===== config.mk =====
export PLATFORM = sky130hd
export DESIGN_NAME = sr_bank_driver
export DESIGN_NICKNAME = d
export VERILOG_FILES = /design/src/rtl/sr_bank_driver.sv
export SDC_FILE = /design/constraint.sdc
export NUM_CORES = 1
export LEC_CHECK = 0
export CAP_MARGIN = 5
export CORE_AREA = 3 3 64 66
export CTS_CLUSTER_DIAMETER = 40
export CTS_CLUSTER_SIZE = 12
export DETAILED_ROUTE_END_ITERATION = 8
export DIE_AREA = 0 0 67 69
export PLACE_DENSITY = 0.79
export SLEW_MARGIN = 20
export SYNTH_ARGS = -nofsm -noshare
export SYNTH_HDL_FRONTEND = slang
export SYNTH_SLANG_ARGS = --single-unit

===== constraint.sdc =====
create_clock -name clk -period 3.26 [get_ports clk]
set_input_delay 0.489 -clock clk [delete_from_list [all_inputs] [get_ports clk]]
set_output_delay 0.489 -clock clk [all_outputs]
set_load 0.02 [all_outputs]

===== src/rtl/sr_bank_driver.sv =====
// sr_bank_driver
//   Command-side driver for a bank of WIDTH synchronous SR flip-flops. A target word is
//   accepted over valid/ready, compared against a shadow copy of the bank, and only the
//   differing bits are pulsed (set or reset, never both) for HOLD_CYC cycles. SETTLE_CYC
//   quiet cycles follow, then done pulses for one cycle.
//
// Ports
//   clk        in   clock, rising edge
//   reset      in   synchronous, active-high reset (shared with the SR bank)
//   req_valid  in   request present
//   req_ready  out  driver can accept (high only in idle)
//   req_data   in   target bank value
//   req_clear  in   force target to all-zero, req_data ignored
//   s_out      out  per-bit set commands
//   r_out      out  per-bit reset commands
//   shadow_q   out  driver's copy of the bank's q outputs
//   busy       out  high while driving or settling
//   done       out  1-cycle pulse: command complete (or no-op)
//   nochange   out  1-cycle pulse with done when target equals shadow_q
module sr_bank_driver #(
    parameter int unsigned WIDTH      = 8,
    parameter int unsigned HOLD_CYC   = 2,
    parameter int unsigned SETTLE_CYC = 1
) (
    input  logic             clk,
    input  logic             reset,
    input  logic             req_valid,
    output logic             req_ready,
    input  logic [WIDTH-1:0] req_data,
    input  logic             req_clear,
    output logic [WIDTH-1:0] s_out,
    output logic [WIDTH-1:0] r_out,
    output logic [WIDTH-1:0] shadow_q,
    output logic             busy,
    output logic             done,
    output logic             nochange
);

    localparam int unsigned MaxCyc = (HOLD_CYC > SETTLE_CYC) ? HOLD_CYC : SETTLE_CYC;
    localparam int unsigned CntW   = $clog2(MaxCyc + 1);
    localparam int unsigned HoldInt   = HOLD_CYC - 1;
    localparam int unsigned SettleInt = (SETTLE_CYC == 0) ? 0 : SETTLE_CYC - 1;
    localparam logic [CntW-1:0] HoldLoad   = HoldInt[CntW-1:0];
    localparam logic [CntW-1:0] SettleLoad = SettleInt[CntW-1:0];

    typedef enum logic [1:0] {StIdle, StDrive, StSettle} state_e;

    state_e            state_q, state_d;
    logic [CntW-1:0]   cnt_q, cnt_d;
    logic [WIDTH-1:0]  target_q, target_d;
    logic [WIDTH-1:0]  s_d, r_d, shadow_d;
    logic              busy_d, done_d, nochange_d, ready_d;

    logic              accept;
    logic [WIDTH-1:0]  req_target, set_mask, rst_mask;
    logic              no_diff;

    assign accept     = req_valid & req_ready;
    assign req_target = req_clear ? '0 : req_data;
    // Set and reset masks are disjoint by construction, so "11" can never be issued.
    assign set_mask   = req_target & ~shadow_q;
    assign rst_mask   = ~req_target & shadow_q;
    assign no_diff    = (set_mask == '0) && (rst_mask == '0);

    // State register
    always_ff @(posedge clk) begin
        if (reset) begin
            state_q <= StIdle;
        end else begin
            state_q <= state_d;
        end
    end

    // Next-state logic
    always_comb begin
        state_d = state_q;
        unique case (state_q)
            StIdle: begin
                if (accept && !no_diff) state_d = StDrive;
            end
            StDrive: begin
                if (cnt_q == '0) state_d = (SETTLE_CYC == 0) ? StIdle : StSettle;
            end
            StSettle: begin
                if (cnt_q == '0) state_d = StIdle;
            end
            default: state_d = StIdle;
        endcase
    end

    // Next values of the registered outputs and datapath
    always_comb begin
        s_d        = s_out;
        r_d        = r_out;
        shadow_d   = shadow_q;
        target_d   = target_q;
        cnt_d      = cnt_q;
        done_d     = 1'b0;
        nochange_d = 1'b0;
        unique case (state_q)
            StIdle: begin
                if (accept) begin
                    if (no_diff) begin
                        done_d     = 1'b1;
                        nochange_d = 1'b1;
                    end else begin
                        s_d      = set_mask;
                        r_d      = rst_mask;
                        target_d = req_target;
                        cnt_d    = HoldLoad;
                    end
                end
            end
            StDrive: begin
                if (cnt_q == '0) begin
                    s_d      = '0;
                    r_d      = '0;
                    shadow_d = target_q;
                    if (SETTLE_CYC == 0) done_d = 1'b1;
                    else                 cnt_d  = SettleLoad;
                end else begin
                    cnt_d = cnt_q - 1'b1;
                end
            end
            StSettle: begin
                if (cnt_q == '0) done_d = 1'b1;
                else             cnt_d  = cnt_q - 1'b1;
            end
            default: begin
                s_d = '0;
                r_d = '0;
            end
        endcase
        busy_d  = (state_d != StIdle);
        ready_d = (state_d == StIdle);
    end

    always_ff @(posedge clk) begin
        if (reset) begin
            s_out     <= '0;
            r_out     <= '0;
            shadow_q  <= '0;
            target_q  <= '0;
            cnt_q     <= '0;
            busy      <= 1'b0;
            done      <= 1'b0;
            nochange  <= 1'b0;
            req_ready <= 1'b1;
        end else begin
            s_out     <= s_d;
            r_out     <= r_d;
            shadow_q  <= shadow_d;
            target_q  <= target_d;
            cnt_q     <= cnt_d;
            busy      <= busy_d;
            done      <= done_d;
            nochange  <= nochange_d;
            req_ready <= ready_d;
        end
    end

endmodule

==> impl_metrics.yaml <==
drt:
  routedWlPerCell_um: 14.7
  vias: 1672
  first_pass_iters: 4
  vias_per_cell: 5.59
  final_antenna_net_count: 0
  drc: 0
  wirelength_um: 4380
  drtIter0Drc: 98
timing:
  max_slew_margin_pct: 57.4
  fin_tns_setup_ps: 0
  period_minus_slack_ps: 2540
  fin_ws_ps: 717
  tightestPinTransition_ps: 635
  setup_viol: 0
  post-route-period-util_pct: 78.0
  fin_worst_skew_ps: 8.91
  max_freq_mhz: 393
  rsz0062_at_grt: "false"
  slew_viol_final: 0
  hold_violations: 0
floorplanning:
  dieArea_um2: 4620
  start_util_pct: 53.4
  io_pins: 40
  die_y_um: 69
  coreArea_um2: 3630
  std_cell_rows: 22
  die_w_um: 67
synthesis:
  synthAdderAreaFrac_pct: 4.52
  synth_simple_gate_area_share_pct: 22.2
  synth_compound_area_share_pct: 21.9
  synth_area_per_cell_um2: 9.32
  ys_types: 45
  synth.area.mux_share_pct: 4.84
  synthCells: 208
  ys_seq_area_share_pct: 41.3
  yosys_warnings: 0
  synth_top_family_by_area: "simple AND/OR/NAND/NOR gates"
  synth_seq_cells: 40
  synth_xor_area_share_pct: 0.903
  netlist_area_um2: 1940
  synth_nets: 227
clocking:
  cts_buffers: 5
  clkSinkCount: 40
  cts_resized: 0
  cts_setup_buffers: 0
  cts_tree: "done"
  cts-root-buf: "clkbuf_8"
  clockBufferDepth: 2
  cts_hold_buf: 0
  clk_latency_ps: 290
  cts.htree.levels: 2
  clkTransAtPathRegs_ps: 80
final_layout:
  syn_to_final_growth_pct: 27.4
  multi_input_area_um2: 1050
  seqCellArea_um2: 801
  antenna_cells: 0
  layout_common_cells: "40 x dfxtp_1, 39 x clkdlybuf4s50_1, 21 x nand2_1"
  layout-drive-gt1-share_pct: 9.56
  n_fill_cell: 324
  fin_nets: 270
  final_common_cell: "dfxtp_1"
critical_path:
  critPathMostFrequentCell: "buf_4"
  cp.arrival_ps: 2760
  max_stage_delay_ps: 560
  path_delay_family: "buffers and inverters"
  critPathKind: "input port to flop"
  timing.critical_path.buf_inv: 3
  cpMaxStageDelayCell: "clkdlybuf4s50_1"
  crit_cells: 8
  critical_path.startpoint_type: "input port"
  rrSetupSlack_ps: 850
  cp_max_fo: 9
  r2r_cells: 7
  crit_chain: "clkdlybuf4s50_1 -> buf_4 -> nor2_1 -> o32ai_2 -> nand3_4 -> o21bai_1 -> buf_4 -> mux2i_1"
  required_ps: 3480
  end_kind: "flop"
global_routing:
  grt_pass1_vias: 1520
  grt_max_degree: 16
  antenna_found_initial: 0
  grt_pass1_wl_um: 7210
  overflow: 0
  grt_use_total_pct: 19.8
run:
  maxCapViolCount: 0
status:
  status: "complete, no violations"
pwr:
  p_leak_nw: 0.954
  p_per_area_nw_per_um2: 596
  clock_power_share_pct: 21.2
  switching_share_pct: 37.2
  p_switching_w: 0.000548
  p_int_w: 0.000925
  seqPwrFrac_pct: 39.8
  ir_drop_mv: 0.535
  combPwrFrac_pct: 39.0
place:
  gp_congestion: 0.813
  hpwlAfterDp_um: 3200
  port_buffers: 39
  dp_slack_ps: 481
hold_path:
  hold_path_class: "flop to flop"
  min_path_cells: 2
final cells by class:
type	instances	area share (%)
clock buffers	5	2.79
repair buffers	45	17.6
flip-flops and latches	40	32.4
well taps	48	2.43
clock inverters	2	0.507
inverters	10	1.52
multi-input cells	149	42.7
path summary, 6_finish.rpt:
| path | from | to |
|---|---|---|
| setup / recovery | req_clear | target_q[7] |
| hold / removal | target_q[4] | shadow_q[4] |
| setup reg to reg | cnt_q[0] | r_out[1] |
| hold reg to reg | target_q[4] | shadow_q[4] |
synthesized netlist by cell type (all sizes together):
cell     n  area, um^2
nand3   10        62.6
nor2b    6        37.5
o41ai    1        8.76
a221oi   2        17.5
a22o     3        26.3
o21bai   2        15.0
a41o     1        10.0
ha       7        87.6
o21ai    3        15.0
nand4b   1        8.76
mux2i    6        60.1
nor4     2        12.5
a21oi   12        60.1
or3      2        12.5
nand2   21        78.8
nor3     2        10.0
nand2b  11        68.8
nand3b   1        7.51
o31ai    3        36.3
xnor2    2        17.5
and3     1        6.26
a22oi    2        15.0
nand4    1        6.26
a21o     4        31.3
a32o    13         130
dfxtp   40         801
nor2    11        41.3
clkbuf   6        22.5
inv     10        37.5
buf      3        23.8
mux2     3        33.8
a31oi    3        18.8
or2      6        37.5
and4bb   2        25.0
a31o     1        8.76
nor3b    2        15.0
o32ai    2        32.5
power groups by stage:
stage | Clock, W | Sequential, W | Combinational (W)
6_report | 0.000313 | 0.000586 | 0.000574
5_1_grt | 0.000334 | 0.000593 | 0.000629
4_1_cts | 0.000318 | 0.000586 | 0.000574
3_5_place_dp | 0 | 0.000598 | 0.000570
3_3_place_gp | 0 | 0.000595 | 0.000562
2_1_floorplan | 0 | 0.000626 | 0.000369
stage by stage:
stage / hold slack (ps) / std cells / utilization (%) / total power (W) / instance area, um^2
floorplan: 439 / 208 / - / 0.000995 / 1940
global placement: 447 / 292 / 65.7 / 0.00116 / 2390
detailed placement: 453 / 292 / 65.7 / 0.00117 / 2390
CTS: 464 / 299 / 68.0 / 0.00148 / 2470
global route: 480 / 299 / 68.0 / 0.00156 / 2470
finish: 465 / 299 / 68.0 / 0.00147 / 2470
logic make-up (layout without fill, tap and decap cells):
family	Yosys count	count (layout)
buffers and inverters	19	62
XOR/XNOR	2	2
AND/OR/NAND/NOR	79	79
AO/OA/AOI/OAI	52	52
adder cells (fa/ha/maj)	7	7
flip-flops	40	40
multiplexers	9	9
tightest hold or removal path, cell delays in order, from the launching register on:
cell     delay (ps)
dfxtp_1         310
nand3_1          60
a21oi_1          50
flip-flops by register name (all words and copies together), names as in the netlist:
name and cells:
busy 1, cnt_q 2, done 1, nochange 1, r_out 8, req_ready 1, s_out 8, shadow_q 8
state_q 2, target_q 8
layer usage:
layer  vias up  wire length [um]  share of wire (%)  track usage (%)
li1        847                 -                  -                -
met1       775              2070                 47             27.1
met2        44              2080                 47             30.3
met3         6               195                4.5             4.40
met4         0                33               0.75             6.53
met5         -                 0                  0                0
Power figures use the tool's default switching activity.
